--- config.mk ---
export PLATFORM = sky130hd
export DESIGN_NAME = vga_line_fetch
export DESIGN_NICKNAME = d
export VERILOG_FILES = /design/src/rtl/vga_line_fetch.sv
export SDC_FILE = /design/constraint.sdc
export NUM_CORES = 1
export LEC_CHECK = 0
export CORE_MARGIN = 5
export CORE_UTILIZATION = 40
export DETAILED_ROUTE_END_ITERATION = 7
export SYNTH_ARGS = -nofsm -noshare
export SYNTH_HDL_FRONTEND = slang
export SYNTH_SLANG_ARGS = --single-unit
--- constraint.sdc ---
create_clock -name clk -period 3.75 [get_ports clk]
set_input_delay 0.75 -clock clk [delete_from_list [all_inputs] [get_ports clk]]
set_output_delay 0.75 -clock clk [all_outputs]
set_load 0.05 [all_outputs]
--- src/rtl/vga_line_fetch.sv ---
// ============================================================================
// vga_line_fetch : burst prefetch of frame-buffer pixels into a FIFO for VGA
// Revision       : 1.0
// ============================================================================
`default_nettype none

module vga_line_fetch #(
  parameter int WIDTH      = 11,
  parameter int HSIZE      = 640,
  parameter int VSIZE      = 480,
  parameter int ADDR_W     = 20,
  parameter int DATA_W     = 16,
  parameter int BASE       = 0,
  parameter int BURST      = 16,
  parameter int FIFO_DEPTH = 64
) (
  input  logic              clk,
  input  logic              rst,
  input  logic [WIDTH-1:0]  hdata,
  input  logic [WIDTH-1:0]  vdata,
  input  logic              de,
  output logic              req_valid,
  output logic [ADDR_W-1:0] req_addr,
  input  logic              req_ready,
  input  logic              rsp_valid,
  input  logic [DATA_W-1:0] rsp_data,
  output logic [DATA_W-1:0] pix_data,
  output logic              underflow
);

  localparam int c_PTR_W = $clog2(FIFO_DEPTH);
  localparam int c_CW    = c_PTR_W + 2;
  localparam logic [ADDR_W-1:0] c_TOTAL   = ADDR_W'(HSIZE * VSIZE);
  localparam logic [ADDR_W-1:0] c_BURST_A = ADDR_W'(BURST);
  localparam logic [ADDR_W-1:0] c_BASE    = ADDR_W'(BASE);
  localparam logic [c_CW-1:0]   c_BURST_C = c_CW'(BURST);
  localparam logic [c_CW-1:0]   c_DEPTH_C = c_CW'(FIFO_DEPTH);

  typedef enum logic [1:0] {
    S_IDLE  = 2'd0,
    S_FETCH = 2'd1,
    S_DONE  = 2'd2,
    S_DRAIN = 2'd3
  } state_t;

  state_t              r_state;
  logic [ADDR_W-1:0]   r_issued;
  logic [c_CW-1:0]     r_outstanding;
  logic [c_PTR_W:0]    r_count;
  logic [c_PTR_W-1:0]  r_wr_ptr;
  logic [c_PTR_W-1:0]  r_rd_ptr;
  logic [DATA_W-1:0]   r_mem [FIFO_DEPTH];

  logic                w_fs;
  logic                w_accept;
  logic                w_hold;
  logic                w_fs_arm;
  logic                w_drain_done;
  logic                w_flush;
  logic                w_push;
  logic                w_pop;
  logic                w_issue;
  logic [c_CW-1:0]     w_out_acc;
  logic [c_CW-1:0]     w_out_next;
  logic [c_CW-1:0]     w_need;
  logic [ADDR_W-1:0]   w_iss_acc;
  state_t              w_fs_state;

  assign w_fs       = (vdata == WIDTH'(VSIZE)) && (hdata == '0);
  assign w_accept   = req_valid && req_ready;
  assign w_hold     = req_valid && !req_ready;
  assign w_out_acc  = r_outstanding + (w_accept ? c_BURST_C : '0);
  assign w_out_next = w_out_acc - (rsp_valid ? c_CW'(1) : '0);
  assign w_iss_acc  = r_issued + (w_accept ? c_BURST_A : '0);

  // A burst accepted this cycle already counts against credit.
  assign w_need  = {1'b0, r_count} + w_out_acc + c_BURST_C;
  assign w_issue = (r_state == S_FETCH) && !w_fs && !w_hold &&
                   (w_iss_acc < c_TOTAL) && (w_need <= c_DEPTH_C);

  // A still-pending request is treated as outstanding: its words must be drained.
  assign w_fs_state   = ((w_out_next == '0) && !w_hold) ? S_FETCH : S_DRAIN;
  assign w_fs_arm     = w_fs && (r_state != S_DRAIN);
  assign w_drain_done = (r_state == S_DRAIN) && (r_outstanding == '0) && !req_valid;
  assign w_flush      = w_fs_arm || w_drain_done;
  assign w_push       = rsp_valid && (r_state != S_DRAIN) && !w_flush;
  assign w_pop        = de && (r_count != '0);

  always_ff @(posedge clk) begin
    if (w_push) r_mem[r_wr_ptr] <= rsp_data;
  end

  always_ff @(posedge clk or posedge rst) begin
    if (rst) begin
      r_state       <= S_IDLE;
      r_issued      <= '0;
      r_outstanding <= '0;
      r_count       <= '0;
      r_wr_ptr      <= '0;
      r_rd_ptr      <= '0;
      req_valid     <= 1'b0;
      req_addr      <= c_BASE;
      pix_data      <= '0;
      underflow     <= 1'b0;
    end else begin
      r_outstanding <= w_out_next;

      if (w_issue) begin
        req_valid <= 1'b1;
        req_addr  <= c_BASE + w_iss_acc;
      end else if (w_accept) begin
        req_valid <= 1'b0;
      end

      if (w_fs_arm)
        r_issued <= '0;
      else if (w_accept && (r_state == S_FETCH))
        r_issued <= w_iss_acc;

      case (r_state)
        S_IDLE, S_DONE: if (w_fs) r_state <= w_fs_state;
        S_FETCH: begin
          if (w_fs)
            r_state <= w_fs_state;
          else if ((r_issued == c_TOTAL) && !req_valid)
            r_state <= S_DONE;
        end
        S_DRAIN: if (w_drain_done) r_state <= S_FETCH;
        default: r_state <= S_IDLE;
      endcase

      if (w_flush) begin
        r_count   <= '0;
        r_wr_ptr  <= '0;
        r_rd_ptr  <= '0;
        underflow <= 1'b0;
      end else begin
        if (w_push) r_wr_ptr <= r_wr_ptr + c_PTR_W'(1);
        if (w_pop)  r_rd_ptr <= r_rd_ptr + c_PTR_W'(1);
        r_count <= r_count + (c_PTR_W+1)'(w_push) - (c_PTR_W+1)'(w_pop);
        if (de && (r_count == '0)) underflow <= 1'b1;
      end

      if (de) pix_data <= w_pop ? r_mem[r_rd_ptr] : '0;
    end
  end

endmodule

`default_nettype wire

; ---- Word level (Yosys, flattened, before mapping)
; Memory sizes are Yosys's and may differ from the RTL's.
; Index checks and enable logic that the tools add are counted.
; Widths: inputs -> output; s select.
[totals]
reg_bits = 87
latchBits = 0
ramBits = 1024
romBits = 0
in_bits = 43
out_inout_bits = 38
wordCells = 90
n_memories = 1
[op_classes]
add_sub_neg = 9
mul = 0
n_div = 0
n_lt_le_gt_ge = 2
eq_ne = 9
shift = 0
mux = 23
bitwise_logic = 0
reduce_logical = 36
[memory_table]
columns = name, depth, width, rd, rd_clocked_by_memory_dff, write_ports, line_no
row1 = r_mem, 64, 16, 1, 0, 1, 52  ; logic [DATA_W-1:0] r_mem [FIFO_DEPTH];
[ops]
columns = op, n
row1 = $mux 20, 2
row2 = $mux 6, 4
row3 = $add 20x5->20, 1
row4 = $eq 20x19->1 const B, 1
row5 = $lt 20x19->1 const B, 1
row6 = $logic_and 1x1->1, 17
row7 = $logic_not 8->1, 2
row8 = $mux 16, 1
row9 = $add 6x1->6 const B, 2
row10 = $eq 11x9->1 const B, 1
row11 = $logic_not 11->1, 1
row12 = $mux 2, 5
row13 = $mux 5, 2
row14 = $reduce_bool 2->1, 5
row15 = $add 7x8->8, 1
row16 = $add 8x5->8, 1
row17 = $add 8x5->8 const B, 1
row18 = $le 8x7->1 const B, 1
row19 = $sub 8x1->8, 1
row20 = $add 7x1->7, 1
row21 = $logic_not 7->1, 1
row22 = $mux 1, 7
row23 = $mux 7, 1
row24 = $reduce_bool 7->1, 1
row25 = other kinds (11), 18

; ---- Longest topological paths before layout
[depth]
word_depth = 9
depth_mapped = 17
depth_no_buf = 17

; ---- Worst setup path before layout
; Ideal clock, no wire load.
[synth_path]
kind = input port to flip-flop
startpoint = input req_ready
endpoint = register req_addr[4]
setup_time_ps = 125
t_arrival_ps = 3534
required_ps = 3625
path_slack_ps = 91
path_stages = 12
n_path_buf = 1
path_cell_list = and3_1 -> ha_1 -> xor2_1 -> ha_1 -> ha_1 -> a21o_1 -> a31oi_1 -> xor2_1 -> a211o_1 -> nor4_4 -> buf_6 -> mux2_4
[synth_between]
elab_chain_cells = 7
word_cells_on_any_way = 15
classes_between = 4 x add/sub / 2 x order compare / 2 x mux / 7 x reduce/logical
[synth_rtl]
columns = item, line_no
row1 = start: declaration, 24  ; input logic req_ready,
row2 = $logic_and 1x1->1, 70  ; assign w_accept = req_valid && req_ready;
row3 = $mux 5, "72, 74"
row4 = $add 8x5->8, 72  ; assign w_out_acc = r_outstanding + (w_accept ? c_BURST_C : '0);
row5 = $add 7x8->8, 77  ; assign w_need = {1'b0, r_count} + w_out_acc + c_BURST_C;
row6 = $add 8x5->8, 77
row7 = $le 8x7->1, 79  ; (w_iss_acc < c_TOTAL) && (w_need <= c_DEPTH_C);
row8 = $logic_and 1x1->1, 79
row9 = end signal: assignment, 102  ; req_addr <= c_BASE;
row10 = end signal: assignment, 110  ; req_addr <= c_BASE + w_iss_acc;
row11 = end: declaration, 23  ; output logic [ADDR_W-1:0] req_addr,
; Several ways; a longest one is shown, not always the timed one.
; A chain may end at the register's enable or synchronous reset.

; ---- Final worst setup path
[layout_path]
startpoint = register r_count[1]
endpoint = register req_addr[10]
[layout_between]
elab_chain_cells = 4
[layout_rtl]
columns = item, line_no
row1 = start: declaration, 49  ; logic [c_PTR_W:0] r_count;
row2 = start signal: assignment, 140  ; r_count <= r_count + (c_PTR_W+1)'(w_push) - (c_PTR_W+1)'(w_pop);
row3 = $add 7x8->8, 77
row4 = $add 8x5->8, 77
row5 = $le 8x7->1, 79
row6 = $logic_and 1x1->1, 79
; Every way passes these cells.

==> out/results.tsv <==
stage	metric	value	unit
routing	vias	21712	
setup_path	reg2reg_depth	12	
routing	drtAntennaViolNets	0	
global_route	grt_pass1_vias	22395	
clock_tree	cts_hold_buffers	0	
setup_path	crit_end	req_addr[10]	
setup_path	arrival	3.90	ns
floorplan	die_area	116000	um2
power_and_ir_drop	leakagePower	16.8	nW
setup_path	worstPathRequired	4.30	ns
clock_tree	numCtsBuffers	112	
setup_path	r2r_slack	0.40	ns
timing	drv_slew	0	
timing	tns	0	ns
setup_path	cp_max_fo	16	
clock_tree	ctsHtreeMaxLevel	3	
layout	final_util	47.1	%
global_route	grt_max_degree	65	
clock_tree	cts_setup_buffers	0	
clock_tree	tritoncts	yes	
clock_tree	cts.repair.resized	0	
floorplan	fp.dieW	341	um
synthesis	synthCells	2132	
routing	drcViolationCount	0	
synthesis	yosys_most_used_dff	edfxtp_1	
layout	design_area	51200	um2
floorplan	ios	81	
layout	layout-drive-gt1-share	27.8	%
clock_tree	clock-sinks	1103	
layout	antennaDiodeCount	0	
timing	setup_viol	0	
floorplan	core-area	109000	um2
layout	area_growth_syn_to_layout	16.9	%
synthesis	yosysSeqAreaShare	74.7	%
timing	slew_headroom	24.0	%
timing	rsz0062_at_grt	no	
setup_path	setup.worst_path.start_class	flop	
power_and_ir_drop	p_per_area	737	nW/um2
global_route	grt_overflow	0	
setup_path	crit_start	r_count[1]	
routing	drt-total-wl	104	mm
place	dpl_cell_area	47700	um2
timing	skew	0.0762	ns
timing	worst_slew_pin_slew	1.14	ns
setup_path	worstSetupPathType	reg -> reg	
job	maxCapViolCount	0	
timing	finalHoldViolCount	0	
global_route	antenna_found_initial	1	
synthesis	syn_avg_cell_area	20.6	um2
routing	drtIter0Drc	2197	
setup_path	end_kind	flop	
place	gp_congestion	0.842	
clock_tree	cts_buffer_depth	3	
floorplan	initial_core_util	40.3	%
synthesis	synthArstFlopShare	7.16	%
synthesis	synth-edff-count	1024	
floorplan	rows	121	
timing	final.period_utilization	89.2	%
synthesis	synth_warnings	0	
routing	vias_per_cell	5.59	
timing	timing.final.crit_period	3.35	ns
place	portBuffers	76	
setup_path	worstReg2RegEnd	req_addr[10]	
run_status	outcome	completed	
floorplan	die_y	341	um
clock_tree	clock_latency	0.73	ns
global_route	grt_pass1_wl	153	mm
place	hpwl	66.0	mm
setup_path	r2r-start	r_count[1]	
timing	fmax	299	MHz
clock_tree	clk_pin_slew	0.06	ns
layout	nets	2456	
synthesis	synth_area	43800	um2
routing	firstDrtPassIters	5	
clock_tree	clock-root-buffer	clkbuf_16	
power_and_ir_drop	max-vdd-ir-drop	698	uV
global_route	grt_usage	17.8	%
routing	wire_per_inst	26.7	um
worst_hold_path	hold_class	reg -> reg	
synthesis	ys_types	62	
synthesis	synth-seq-cells	1103	
flip-flops by register name, indices dropped and copies added (netlist names):
register,count
r_rd_ptr,6
r_outstanding,8
req_valid,1
req_addr,16
underflow,1
r_state,2
pix_data,16
r_wr_ptr,6
r_issued,16
r_count,7
r_mem,1024
layer usage:
metal / GRT usage [%] / vias up / routed length, um / part of all wire (%)
met1: 25.3 / 11598 / 44400 / 43
met3: 3.44 / 158 / 6910 / 6.7
li1: - / 9235 / - / -
met5: 0 / - / 13 / 0.013
met4: 5.00 / 2 / 2670 / 2.6
met2: 28.5 / 719 / 49800 / 48
synth_stat cells (33+ instances only):
master,instances,area [um2]
nor2_1,105,394
nand2_1,52,195
a21oi_1,43,215
mux2i_1,40,400
inv_1,33,124
nand3_1,40,200
mux2_2,39,439
o21ai_0,40,200
dfrtp_1,79,1980
clkbuf_1,70,263
mux4_2,288,6490
edfxtp_1,1024,30700
how the worst min path moves through the flow:
stage	from	endpoint	slack, ns	cells past startpoint
2_1_floorplan	r_issued[4]	r_issued[4]	0.48	2
3_3_place_gp	req_addr[18]	req_addr[18]	0.48	1
3_5_place_dp	req_addr[19]	req_addr[19]	0.49	1
4_1_cts	req_addr[19]	req_addr[19]	0.50	1
5_1_grt	req_addr[18]	req_addr[18]	0.51	1
6_report	req_addr[19]	req_addr[19]	0.49	1
worst max-delay path, stage by stage (launching register included):
cell and delay [ns]:
dfrtp_1 0.45, ha_1 0.32, ha_1 0.17, inv_1 0.07
fa_1 0.45, nand2b_1 0.16, a21oi_1 0.22, a31oi_1 0.15
xor2_1 0.18, a211o_1 0.34, nor4_4 0.20, buf_12 0.19
mux2_2 0.34
layout make-up:
class	count	area (um2)
clock buffers	140	2930
clock inverters	62	597
fillers	8866	57600
inverters	33	125
multi-input cells	880	10500
flip-flops and latches	1103	32700
well taps	1414	1770
repair buffers	252	2580
logic make-up (layout without fill, tap and decap cells):
| kind of cell | after synthesis | after routing | synth area share (%) |
|---|---|---|---|
| other | 1 | 4 | 0.00856 |
| buffers and inverters | 152 | 487 | 1.42 |
| multiplexers | 370 | 370 | 16.8 |
| XOR/XNOR | 43 | 43 | 0.894 |
| flip-flops | 1103 | 1103 | 74.7 |
| AO/OA/AOI/OAI | 140 | 140 | 1.94 |
| adder cells (fa/ha/maj) | 31 | 31 | 0.919 |
| AND/OR/NAND/NOR | 292 | 292 | 3.33 |
stage by stage:
step	worst slack [ns]	hold slack [ns]	std cells	power, mW
2_1_floorplan	0.0905	0.479	2135	22.7
3_3_place_gp	-0.222	0.475	3682	27.3
3_5_place_dp	-0.278	0.489	3682	27.5
4_1_cts	0.379	0.502	3884	38.2
5_1_grt	0.128	0.510	3884	39.4
6_report	0.403	0.493	3884	37.7
layout by cell type (no fill, tap or decap), types with 9 or more instances in the layout:
| cell type | instances |
|---|---|
| a21boi_0 | 16 |
| a21oi_1 | 43 |
| a22oi_1 | 13 |
| buf_12 | 46 |
| buf_2 | 16 |
| buf_4 | 130 |
| clkbuf_1 | 26 |
| clkbuf_16 | 112 |
| clkdlybuf4s50_1 | 60 |
| clkinv_1 | 27 |
| clkinv_2 | 19 |
| dfrtp_1 | 75 |
| edfxtp_1 | 1024 |
| ha_1 | 29 |
| inv_1 | 32 |
| mux2_2 | 39 |
| mux2i_1 | 40 |
| mux4_2 | 288 |
| nand2_1 | 52 |
| nand2b_1 | 16 |
| nand3_1 | 40 |
| nand4_1 | 13 |
| nor2_1 | 105 |
| nor2b_1 | 9 |
| nor4_1 | 10 |
| o21ai_0 | 40 |
| xnor2_1 | 20 |
| xor2_1 | 22 |
report_power, final:
group | leakage (nW) | switching [mW] | internal [mW] | total (mW)
combinational | 4.86 | 6.41 | 5.75 | 12.2
sequential | 10.2 | 0.818 | 14.1 | 14.9
clock | 1.71 | 4.62 | 6.02 | 10.6
(Power assumes the default switching activity.)
